**config.mk**
```make
export PLATFORM = sky130hd
export DESIGN_NAME = scan_tester
export DESIGN_NICKNAME = d
export VERILOG_FILES = /design/src/rtl/scan_pkg.sv /design/src/rtl/scan_shift_reg.sv /design/src/rtl/scan_tester.sv
export SDC_FILE = /design/constraint.sdc
export NUM_CORES = 1
export LEC_CHECK = 0
export ABC_CLOCK_PERIOD_IN_PS = 1800
export BUFFER_PORTS_ARGS = -buffer_cell sky130_fd_sc_hd__buf_2
export CORE_MARGIN = 2
export CORE_UTILIZATION = 30
export CTS_BUF_LIST = sky130_fd_sc_hd__clkbuf_8
export CTS_CLUSTER_SIZE = 16
export DETAILED_ROUTE_END_ITERATION = 16
export MAX_ROUTING_LAYER = met4
export SKIP_CTS_REPAIR_TIMING = 1
export SYNTH_ARGS = -nofsm -noshare
export SYNTH_HDL_FRONTEND = slang
export SYNTH_HIERARCHICAL = 1
export SYNTH_SLANG_ARGS = --single-unit
```
**constraint.sdc**
```tcl
create_clock -name clk -period 1.8 [get_ports clk]
set_clock_uncertainty 0.1 [all_clocks]
set_input_delay 0.27 -clock clk [delete_from_list [all_inputs] [get_ports clk]]
set_output_delay 0.27 -clock clk [all_outputs]
set_load 0.02 [all_outputs]
```
**src/rtl/scan_pkg.sv**
```systemverilog
`default_nettype none
// ============================================================================
//  Module   : scan_pkg
//  Purpose  : Shared types and helpers for the scan chain tester: FSM state
//             encoding and the phase-counter width function.
//  Revision : 1.0  initial release
// ============================================================================
package scan_pkg;

  // Tester FSM states, 3-bit explicit encoding
  typedef enum logic [2:0] {
    ST_IDLE      = 3'd0,
    ST_SHIFT_IN  = 3'd1,
    ST_CAPTURE   = 3'd2,
    ST_SHIFT_OUT = 3'd3,
    ST_DONE      = 3'd4
  } state_e;

  // Bits needed to hold any phase length: ceil(log2(max(chain_len,cap_cycles)+1))
  function automatic int cnt_width(input int chain_len, input int cap_cycles);
    int longest;
    longest = (chain_len > cap_cycles) ? chain_len : cap_cycles;
    return $clog2(longest + 1);
  endfunction

endpackage : scan_pkg
`default_nettype wire

```
**src/rtl/scan_shift_reg.sv**
```systemverilog
`default_nettype none
// ============================================================================
//  Module   : scan_shift_reg
//  Purpose  : Parallel-load / serial-in / serial-out shift register. Shifts
//             towards the MSB; the MSB is the serial output. Used both to
//             serialise the stimulus and to assemble the captured response.
//  Revision : 1.0  initial release
// ============================================================================
module scan_shift_reg #(
  parameter int WIDTH = 2
) (
  input  logic             clk,
  input  logic             rst,
  input  logic             load,
  input  logic [WIDTH-1:0] load_val,
  input  logic             shift,
  input  logic             sin,
  output logic [WIDTH-1:0] q,
  output logic             sout,
  output logic [WIDTH-1:0] q_shift
);

  logic [WIDTH-1:0] data_q;
  logic [WIDTH-1:0] data_d;

  // Value the register would hold after one shift; a 1-bit register simply
  // takes the serial input
  generate
    if (WIDTH == 1) begin : g_single
      assign q_shift = sin;
    end else begin : g_multi
      assign q_shift = {data_q[WIDTH-2:0], sin};
    end
  endgenerate

  // Next-state select: load has priority over shift
  always_comb begin
    data_d = data_q;
    if (load) begin
      data_d = load_val;
    end else if (shift) begin
      data_d = q_shift;
    end
  end

  // Register update
  always_ff @(posedge clk) begin
    if (rst) begin
      data_q <= '0;
    end else begin
      data_q <= data_d;
    end
  end

  assign q    = data_q;
  assign sout = data_q[WIDTH-1];

endmodule : scan_shift_reg
`default_nettype wire

```
**src/rtl/scan_tester.sv**
```systemverilog
`default_nettype none
// ============================================================================
//  Module   : scan_tester
//  Purpose  : Drives one scan test on an external chain: shift the pattern
//             in, release for CAP_CYCLES functional captures, shift the
//             response out, compare with the golden value and keep counts.
//  Revision : 1.0  initial release
// ============================================================================
module scan_tester
  import scan_pkg::*;
#(
  parameter int CHAIN_LEN  = 2,
  parameter int CAP_CYCLES = 1
) (
  input  logic                 clk,
  input  logic                 rst,
  input  logic                 start,
  input  logic                 abort,
  input  logic [CHAIN_LEN-1:0] pattern,
  input  logic [CHAIN_LEN-1:0] expected,
  output logic                 scan_en,
  output logic                 scan_in,
  input  logic                 scan_out,
  output logic                 busy,
  output logic                 done,
  output logic                 pass,
  output logic [CHAIN_LEN-1:0] response,
  output logic [7:0]           pattern_count,
  output logic [7:0]           fail_count
);

  localparam int             CW         = cnt_width(CHAIN_LEN, CAP_CYCLES);
  localparam logic [CW-1:0]  LAST_SHIFT = CW'(CHAIN_LEN - 1);
  localparam logic [CW-1:0]  LAST_CAP   = CW'(CAP_CYCLES - 1);
  localparam logic [CW-1:0]  CNT_ONE    = CW'(1);

  state_e               state_q,  state_d;
  logic [CW-1:0]        cnt_q,    cnt_d;
  logic [CHAIN_LEN-1:0] exp_q,    exp_d;
  logic                 pass_q,   pass_d;
  logic [CHAIN_LEN-1:0] resp_q,   resp_d;
  logic [7:0]           pcount_q, pcount_d;
  logic [7:0]           fcount_q, fcount_d;

  logic                 stim_load;
  logic                 stim_shift;
  logic                 resp_shift;
  logic                 finish;

  logic [CHAIN_LEN-1:0] stim_q;
  logic [CHAIN_LEN-1:0] stim_next;
  logic                 stim_sout;
  logic [CHAIN_LEN-1:0] cap_q;
  logic [CHAIN_LEN-1:0] cap_next;
  logic                 cap_sout;
  logic                 unused_sink;

  // Stimulus serialiser: loaded on start, MSB leaves first
  scan_shift_reg #(.WIDTH(CHAIN_LEN)) u_stim (
    .clk      (clk),
    .rst      (rst),
    .load     (stim_load),
    .load_val (pattern),
    .shift    (stim_shift),
    .sin      (1'b0),
    .q        (stim_q),
    .sout     (stim_sout),
    .q_shift  (stim_next)
  );

  // Response assembler: first bit out of the chain ends up in the MSB
  scan_shift_reg #(.WIDTH(CHAIN_LEN)) u_resp (
    .clk      (clk),
    .rst      (rst),
    .load     (1'b0),
    .load_val ('0),
    .shift    (resp_shift),
    .sin      (scan_out),
    .q        (cap_q),
    .sout     (cap_sout),
    .q_shift  (cap_next)
  );

  // Sub-module outputs this level does not consume are folded into one sink
  assign unused_sink = ^{stim_q, stim_next, cap_q, cap_sout};

  // FSM sequencing and phase counter; abort outside IDLE overrides everything
  always_comb begin
    state_d    = state_q;
    cnt_d      = cnt_q;
    exp_d      = exp_q;
    stim_load  = 1'b0;
    stim_shift = 1'b0;
    resp_shift = 1'b0;
    finish     = 1'b0;
    if (abort && (state_q != ST_IDLE)) begin
      state_d = ST_IDLE;
      cnt_d   = '0;
    end else begin
      case (state_q)
        ST_IDLE: begin
          if (start && !abort) begin
            state_d   = ST_SHIFT_IN;
            cnt_d     = '0;
            stim_load = 1'b1;
            exp_d     = expected;
          end
        end
        ST_SHIFT_IN: begin
          stim_shift = 1'b1;
          if (cnt_q == LAST_SHIFT) begin
            state_d = ST_CAPTURE;
            cnt_d   = '0;
          end else begin
            cnt_d = cnt_q + CNT_ONE;
          end
        end
        ST_CAPTURE: begin
          if (cnt_q == LAST_CAP) begin
            state_d = ST_SHIFT_OUT;
            cnt_d   = '0;
          end else begin
            cnt_d = cnt_q + CNT_ONE;
          end
        end
        ST_SHIFT_OUT: begin
          resp_shift = 1'b1;
          if (cnt_q == LAST_SHIFT) begin
            state_d = ST_DONE;
            cnt_d   = '0;
            finish  = 1'b1;
          end else begin
            cnt_d = cnt_q + CNT_ONE;
          end
        end
        ST_DONE: begin
          state_d = ST_IDLE;
        end
        default: begin
          state_d = ST_IDLE;
          cnt_d   = '0;
        end
      endcase
    end
  end

  // Result bookkeeping: the last shift-out sample completes the response on
  // the same edge that enters DONE, so results are visible while done is high
  always_comb begin
    pass_d   = pass_q;
    resp_d   = resp_q;
    pcount_d = pcount_q;
    fcount_d = fcount_q;
    if (finish) begin
      resp_d   = cap_next;
      pass_d   = (cap_next == exp_q);
      pcount_d = pcount_q + 8'd1;
      if ((cap_next != exp_q) && (fcount_q != 8'hFF)) begin
        fcount_d = fcount_q + 8'd1;
      end
    end
  end

  // State and result registers
  always_ff @(posedge clk) begin
    if (rst) begin
      state_q  <= ST_IDLE;
      cnt_q    <= '0;
      exp_q    <= '0;
      pass_q   <= 1'b0;
      resp_q   <= '0;
      pcount_q <= 8'd0;
      fcount_q <= 8'd0;
    end else begin
      state_q  <= state_d;
      cnt_q    <= cnt_d;
      exp_q    <= exp_d;
      pass_q   <= pass_d;
      resp_q   <= resp_d;
      pcount_q <= pcount_d;
      fcount_q <= fcount_d;
    end
  end

  assign scan_en       = (state_q == ST_SHIFT_IN) || (state_q == ST_SHIFT_OUT);
  assign scan_in       = (state_q == ST_SHIFT_IN) && stim_sout;
  assign busy          = (state_q == ST_SHIFT_IN) || (state_q == ST_CAPTURE) ||
                         (state_q == ST_SHIFT_OUT);
  assign done          = (state_q == ST_DONE);
  assign pass          = pass_q;
  assign response      = resp_q;
  assign pattern_count = pcount_q;
  assign fail_count    = fcount_q;

endmodule : scan_tester
`default_nettype wire

```
==> results of run 1 <==
[routing by layer]
metal | track usage | up-vias | part of all wire
met5 | - | - | 0
met3 | 0.0366 | 9 | 0.050
met2 | 0.210 | 32 | 0.43
met1 | 0.172 | 595 | 0.50
li1 | - | 708 | -
met4 | 0.0595 | 0 | 0.021
[flip-flops by register name, indices dropped and copies added (netlist names)]
| name | cells |
|---|---|
| fail_count | 8 |
| pattern_count | 8 |
| state_q | 3 |
| cnt_q | 2 |
| exp_q | 2 |
| response | 2 |
| u_stim/q | 2 |
| pass | 1 |
| u_resp/q | 1 |
[path summary, 6_finish.rpt]
path / end / slack (ns) / startpoint
worst max-delay path: fail_count[6]$_SDFFE_PP0P_ / 0.12 / fail_count[0]$_SDFFE_PP0P_
worst min-delay path: exp_q[0]$_SDFFE_PP0P_ / 0.12 / expected[0]
worst max register to register: fail_count[6]$_SDFFE_PP0P_ / 0.12 / fail_count[0]$_SDFFE_PP0P_
worst min register to register: pass$_SDFFE_PP0P_ / 0.38 / pass$_SDFFE_PP0P_
[report_power, final]
group,leakage [nW],switching (mW),internal (mW)
clock,0.0538,0.236,0.300
sequential,0.237,0.0131,0.652
combinational,0.473,0.0646,0.0491
total,0.764,0.314,1.00
[worst max-delay path, stage by stage (launching register included)]
cell and delay (ns):
dfxtp_4 0.37, ha_4 0.14, nand3_2 0.07, or4b_2 0.64, o221a_2 0.26
[stage by stage]
stage	hold slack [ns]	instances	util	area, sq um
global placement	0.367	280	0.379	1790
finish	0.121	289	0.410	1940
detailed placement	0.377	280	0.379	1790
floorplan	0.243	180	-	1510
global route	0.135	289	0.410	1940
CTS	0.118	288	0.398	1880
[placed cells by master, fill, tap and decap left out, types with 3 or more instances in the layout]
cell,count
conb_1,4
inv_1,11
a21oi_1,10
buf_4,13
nor2_1,18
buf_2,31
a211oi_1,3
ha_1,4
nor3b_1,3
or3_1,3
nor3_1,7
mux2i_1,6
nor2b_1,4
o31ai_1,3
o21ai_0,10
dfxtp_1,25
clkbuf_8,6
xnor2_1,6
nand4_1,3
nand2_1,14
[cell type report]
type,instances,share of cell area
multi-input combinational,132,0.457
sequential,29,0.305
timing repair buffer,44,0.130
tap,67,0.0433
clock buffer,6,0.0426
inverter,9,0.0174
clock inverter,2,0.00388
==> impl_metrics.csv, run 1 <==
group,metric,value,unit
cells_and_area,area_growth,31.0,%
power,p_total,1.31,mW
drt,drtPass1Iterations,4,
floorplanning,fp.dieW,74.2,microns
clock_network,clockBufferDepth,2,
power,power-per-cell-area,679,nW/um^2
worst_hold_path,hold_depth,3,
cells_and_area,register_area,591,sq um
power,vdd_drop_max,265,uV
timing,setup_ws,0.117,ns
timing,setup_viol_count_final,0,
clock_network,htreeDepth,2,
floorplanning,dieArea,5510,sq um
cells_and_area,n_antenna_cell,0,
cells_and_area,fin_nets,236,
placed_design,io_buffers,31,
floorplanning,num_rows,25,
placed_design,place.gp.congestion,0.815,
global_routing,grt_use_total,0.138,
timing,max_freq,594,MHz
job,maxCapViolCount,0,
floorplanning,ios,32,
global_routing,grt_pass1_vias,1260,
global_routing,grt_pass1_wl,5710,microns
global_routing,grt_max_degree,18,
global_routing,antenna_found_initial,0,
drt,drc,0,
timing,period_needed,1.68,ns
timing,rsz0062_at_grt,"false",
cells_and_area,multi_input_area,886,sq um
power,power.leakage,0.764,nW
timing,slew_viol_final,0,
critical_path,setup.worst_path.start_class,"flop",
clock_network,cts-root-buf,"clkbuf_8",
drt,drt-wirelength-per-cell,11.7,microns
cells_and_area,drive_gt1_frac,0.297,
logic_synthesis,synthCells,177,
drt,avgViaCountPerCell,4.65,
timing,setup_tns,0,ns
critical_path,arrival,1.75,ns
floorplanning,initial_utilization,0.313,
logic_synthesis,synth.avg_cell_area,8.36,sq um
logic_synthesis,yosysWarnings,6,
drt,drt-initial-drc-count,64,
drt,ant_nets,0,
clock_network,clk_latency,0.28,ns
clock_network,numCtsBuffers,5,
placed_design,dpl_worst_slack,0.0605,ns
worst_hold_path,hold_class,"in -> reg",
floorplanning,core,4720,sq um
placed_design,hpwl,2430,microns
critical_path,cp_data_required_time,1.87,ns
cells_and_area,n_fill_cell,485,
clock_network,cts_tree,"built",
critical_path,path_class,"reg -> reg",
clock_network,cts_sinks,29,
clock_network,clk_pin_slew_worst_paths,0.06,ns
status,outcome,"finished, final reports clean",
critical_path,reg2regPathDepth,4,
critical_path,cp-end-kind,"flop",
drt,vias,1344,
drt,wl,3390,microns
logic_synthesis,syn_area,1480,sq um
timing,hold_violations,0,
timing,fin_crit_sh,0.935,
floorplanning,die_h,74.2,microns
critical_path,worst-path-max-fanout,5,
global_routing,grt_overflow,0,
No activity file was read; power rests on OpenSTA's default activity.
==> run 2, diff against run 1 <==
--- a/config.mk
+++ b/config.mk
@@ -5,6 +5,7 @@
 export SDC_FILE = /design/constraint.sdc
 export NUM_CORES = 1
 export LEC_CHECK = 0
+export ABC_AREA = 1
 export ABC_CLOCK_PERIOD_IN_PS = 1800
 export BUFFER_PORTS_ARGS = -buffer_cell sky130_fd_sc_hd__buf_2
 export CORE_MARGIN = 2
==> run 2 against run 1 <==
Sequential cell count unchanged. First-iteration DRC count down 19%. Synthesized cell count increased by 44%. Critical path depth is the same. Count of clock-buffer cells in the layout unchanged. Non-clock buffer count fell by 10. Area after synthesis increased by 12%. Die area increased by 12%. Fmax increased by 2.2%. Sequential share of layout area down 1.2 points. Largest cell class unchanged. Largest power group unchanged.
==> impl_metrics.csv, run 2 <==
group,metric,value,unit
timing,setup_viol_count_final,0,
clock_network,htreeDepth,2,
clock_network,cts-root-buf,"clkbuf_8",
clock_network,cts_tree,"built",
clock_network,clockBufferDepth,2,
global_routing,grt_pass1_wl,6320,microns
placed_design,io_buffers,31,
drt,drt-wirelength-per-cell,9.95,microns
global_routing,grt_overflow,0,
floorplanning,fp.dieW,78.4,microns
worst_hold_path,hold_depth,3,
timing,slew_viol_final,0,
logic_synthesis,synthCells,255,
floorplanning,num_rows,27,
cells_and_area,mostFrequentLayoutCells,"nand2_1, inv_1, nor2_1",
placed_design,hpwl,2720,microns
timing,period_needed,1.65,ns
drt,wl,3650,microns
timing,max_freq,607,MHz
power,power.leakage,1.04,nW
cells_and_area,area_growth,19.7,%
floorplanning,core,5440,sq um
floorplanning,die_h,78.4,microns
floorplanning,dieArea,6150,sq um
cells_and_area,drive_gt1_frac,0.176,
drt,drtPass1Iterations,4,
power,vdd_drop_max,523,uV
cells_and_area,fin_nets,310,
worst_hold_path,hold-path-endpoint,"exp_q[1]$_SDFFE_PP0P_",
timing,fin_crit_sh,0.915,
floorplanning,ios,32,
clock_network,numCtsBuffers,5,
logic_synthesis,syn_area,1660,sq um
critical_path,cp_data_required_time,1.43,ns
global_routing,grt_max_degree,17,
placed_design,place.gp.congestion,0.832,
global_routing,grt_pass1_vias,1467,
power,power-per-cell-area,873,nW/um^2
critical_path,path_class,"reg -> out",
critical_path,timing.rr.end,"fail_count[0]$_SDFFE_PP0P_",
timing,hold_violations,0,
cells_and_area,final_common_cell,"nand2_1",
job,maxCapViolCount,0,
drt,ant_nets,0,
drt,drt-initial-drc-count,52,
critical_path,r2r-start,"fail_count[0]$_SDFFE_PP0P_",
logic_synthesis,yosysWarnings,6,
critical_path,reg2regPathDepth,9,
drt,vias,1623,
critical_path,r2r_slack,0.21,ns
clock_network,clk_latency,0.28,ns
cells_and_area,final_cell_area,1990,sq um
worst_hold_path,hp-start,"expected[1]",
critical_path,arrival,1.28,ns
drt,drc,0,
status,outcome,"finished, final reports clean",
critical_path,cp-end-kind,"output port",
cells_and_area,n_antenna_cell,0,
global_routing,grt_use_total,0.133,
power,p_total,1.74,mW
critical_path,setup.worst_path.start_class,"flop",
logic_synthesis,synth.avg_cell_area,6.51,sq um
critical_path,worst-path-max-fanout,7,
drt,avgViaCountPerCell,4.42,
clock_network,clk_pin_slew_worst_paths,0.06,ns
worst_hold_path,hold_class,"in -> reg",
timing,rsz0062_at_grt,"false",
placed_design,postPlaceCellArea,1900,sq um
clock_network,cts_sinks,29,
global_routing,antenna_found_initial,0,
floorplanning,initial_utilization,0.305,
timing,setup_tns,0,ns
-- run 2: routing by layer --
metal	GRT usage	part of all wire	vias to the layer above
li1	-	-	873
met4	0.0544	0.014	0
met1	0.164	0.50	713
met5	-	0	-
met2	0.211	0.45	32
met3	0.0310	0.042	5
-- run 2: worst max-delay path by stage --
stage | from | end | slack [ns] | cells past startpoint
finish | state_q[1]$_SDFFE_PP0P_ | scan_en | 0.15 | 4
CTS | state_q[1]$_SDFFE_PP0P_ | scan_en | 0.07 | 4
detailed placement | fail_count[0]$_SDFFE_PP0P_ | fail_count[1]$_SDFFE_PP0P_ | 0.20 | 9
global placement | fail_count[0]$_SDFFE_PP0P_ | fail_count[0]$_SDFFE_PP0P_ | 0.24 | 9
floorplan | fail_count[0]$_SDFFE_PP0P_ | fail_count[0]$_SDFFE_PP0P_ | 0.26 | 9
global route | fail_count[0]$_SDFFE_PP0P_ | fail_count[1]$_SDFFE_PP0P_ | 0.03 | 9
-- run 2: critical path, cell delays in order, from the launching register on --
cell     delay [ns]
dfxtp_2        0.36
inv_1          0.12
nand3_1        0.18
nand2_1        0.16
buf_2          0.18
-- run 2: where the power goes --
group          switching [mW]  internal [mW]
Sequential             0.0532          0.692
Combinational           0.295          0.162
Clock                   0.237          0.297
Total                   0.585           1.15
-- run 2: layout make-up --
type / count / area (sq um)
repair buffers: 34 / 178
inverters: 42 / 158
fillers: 597 / 3450
clock inverters: 1 / 3.75
flip-flops and latches: 29 / 582
clock buffers: 6 / 82.6
well taps: 72 / 90.1
multi-input cells: 183 / 895
-- run 2: metrics by stage --
step           setup WS [ns]  instances  hold WS, ns  utilization
3_5_place_dp           0.202        360        0.379        0.349
3_3_place_gp           0.242        360        0.369        0.349
6_report               0.153        367        0.181        0.366
2_1_floorplan          0.258        259        0.239            -
5_1_grt               0.0254        367        0.210        0.366
4_1_cts               0.0666        367        0.173        0.365
==> run 3, diff against run 2 <==
--- a/config.mk
+++ b/config.mk
@@ -17,5 +17,4 @@
 export SKIP_CTS_REPAIR_TIMING = 1
 export SYNTH_ARGS = -nofsm -noshare
 export SYNTH_HDL_FRONTEND = slang
-export SYNTH_HIERARCHICAL = 1
 export SYNTH_SLANG_ARGS = --single-unit
==> run 3 against run 2 <==
Fmax fell by 1.7%. Synthesized cell count fell by 8.6%. Setup slack got worse by 0.028 ns. Combinational power fell by 8.3%. Utilization rose by 0.67 points. Largest power group unchanged. Area after synthesis fell by 7.3%. Critical endpoint unchanged. Worst hold slack got worse by 0.040 ns. Register-to-register slack improved by 0.05 ns. Critical path depth did not move. Sequential power fell by 2.7%.
==> impl_metrics.csv, run 3 <==
group,metric,value,unit
status,outcome,"finished, final reports clean",
floorplanning,dieArea,5720,sq um
power,power-per-cell-area,902,nW/um^2
logic_synthesis,synth.avg_cell_area,6.61,sq um
clock_network,cts_tree,"built",
clock_network,cts_sinks,29,
floorplanning,core,5040,sq um
timing,fin_crit_sh,0.930,
job,maxCapViolCount,0,
clock_network,htreeDepth,2,
clock_network,clk_pin_slew_worst_paths,0.06,ns
logic_synthesis,synth-main-ff-cell,"dfxtp_1",
timing,setup_tns,0,ns
logic_synthesis,synth-edff-count,0,
power,vdd_drop_max,725,uV
drt,ant_nets,0,
timing,setup_ws,0.125,ns
placed_design,io_buffers,31,
logic_synthesis,ys_ff_latch,29,
floorplanning,initial_utilization,0.305,
drt,wl,3370,microns
clock_network,clockBufferDepth,2,
critical_path,r2r_slack,0.26,ns
critical_path,crit_chain,"inv_1, nand3_1, nand2_1, buf_2",
cells_and_area,fin_nets,287,
global_routing,grt_overflow,0,
logic_synthesis,syn_area,1540,sq um
clock_network,clk_latency,0.28,ns
critical_path,critPathSlowestCell,"dfxtp_2",
placed_design,postPlaceCellArea,1790,sq um
logic_synthesis,synthCells,233,
logic_synthesis,synth_common_cells,"nand2_1, nor2_1, inv_1",
logic_synthesis,yosys.area.top_type,"dfxtp_1",
cells_and_area,area_growth,22.0,%
drt,drtPass1Iterations,4,
timing,max-slew-margin-rel,0.814,
global_routing,grt_pass1_vias,1264,
timing,setup_viol_count_final,0,
cells_and_area,final_core_util,0.372,
critical_path,arrival,1.30,ns
drt,drt-wirelength-per-cell,9.84,microns
logic_synthesis,synth_top_area_frac,0.377,
critical_path,worst-path-max-fanout,7,
power,power.leakage,0.884,nW
timing,period_needed,1.67,ns
logic_synthesis,synth.most_common_cell,"nand2_1",
drt,drc,0,
floorplanning,ios,32,
drt,avgViaCountPerCell,4.39,
drt,vias,1500,
placed_design,hpwl,2520,microns
global_routing,grt_max_degree,13,
drt,drt-initial-drc-count,65,
logic_synthesis,synth_fp_nets,248,
cells_and_area,drive_gt1_frac,0.173,
logic_synthesis,async_reset_ff_frac,0,
global_routing,grt_use_total,0.132,
placed_design,dp_cells,335,
logic_synthesis,yosysWarnings,0,
floorplanning,num_rows,26,
cells_and_area,final_cell_area,1880,sq um
logic_synthesis,synth_cell_type_count,22,
critical_path,cp-end-kind,"output port",
global_routing,grt_pass1_wl,5490,microns
clock_network,cts-root-buf,"clkbuf_8",
critical_path,cp_num_buf_inv,2,
placed_design,dpl_worst_slack,0.261,ns
cells_and_area,mostFrequentLayoutCells,"nand2_1, nor2_1, inv_1",
critical_path,cpPeakStageDelay,0.36,ns
worst_hold_path,hold_class,"in -> reg",
clock_network,numCtsBuffers,5,
critical_path,path_class,"reg -> out",
critical_path,cp_data_required_time,1.43,ns
floorplanning,fp.dieW,75.6,microns
placed_design,place.gp.congestion,0.787,
cells_and_area,final_common_cell,"nand2_1",
critical_path,critPathTopFamily,"flip-flops",
cells_and_area,finalNonFillerCells,342,
critical_path,setup.worst_path.start_class,"flop",
timing,max_freq,597,MHz
timing,hold_violations,0,
timing,worst_pin_slew,0.279,ns
floorplanning,die_h,75.6,microns
global_routing,antenna_found_initial,0,
logic_synthesis,yosys-top-cells-area,"dfxtp_1, nand2_1, nor2_1",
timing,slew_viol_final,0,
logic_synthesis,ys_seq_area_frac,0.377,
cells_and_area,n_antenna_cell,0,
timing,rsz0062_at_grt,"false",
run 3: metal layers:
| metal | GRT usage | up-vias | part of all wire |
|---|---|---|---|
| li1 | - | 823 | - |
| met1 | 0.170 | 644 | 0.52 |
| met2 | 0.188 | 26 | 0.41 |
| met3 | 0.0450 | 7 | 0.051 |
| met4 | 0.0526 | 0 | 0.018 |
| met5 | - | - | 0 |
run 3: logic make-up after synthesis:
family          synth area share
fa+ha+maj                 0.0488
flops                      0.377
simple gates               0.368
buf+inv                   0.0902
xor+xnor                  0.0171
compound gates            0.0984
run 3: stage by stage:
step	power, mW	hold WS (ns)
3_5_place_dp	1.16	0.379
4_1_cts	1.71	0.128
6_report	1.69	0.141
3_3_place_gp	1.16	0.375
5_1_grt	1.81	0.148
2_1_floorplan	1.04	0.239
run 3: final timing paths:
| check | startpoint | depth (start not counted) | end |
|---|---|---|---|
| min | pattern[0] | 3 | u_stim.q[0]$_SDFFE_PP0P_ |
| max reg2reg | fail_count[0]$_SDFFE_PP0P_ | 9 | fail_count[0]$_SDFFE_PP0P_ |
| min reg2reg | u_stim.q[0]$_SDFFE_PP0P_ | 2 | u_stim.q[0]$_SDFFE_PP0P_ |
| max | state_q[1]$_SDFFE_PP0P_ | 4 | scan_en |
run 3: cell type report:
class | instances | area, sq um
clock buffer | 6 | 82.6
clock inverter | 1 | 3.75
fill | 551 | 3170
inverter | 33 | 124
multi-input combinational | 169 | 820
sequential | 29 | 582
tap | 70 | 87.6
timing repair buffer | 34 | 178
run 3: worst reg2reg max path, cell delays in order (launching register included):
cell	delay (ns)
dfxtp_1	0.34
ha_1	0.25
nand2_1	0.10
nor2_1	0.07
nand2_1	0.09
nand2_1	0.08
nor2_2	0.24
nand2_1	0.08
nand2_1	0.06
nor2_1	0.04
run 3: power by group:
group	switching, mW	internal, mW
combinational	0.277	0.142
clock	0.252	0.297
sequential	0.0438	0.681
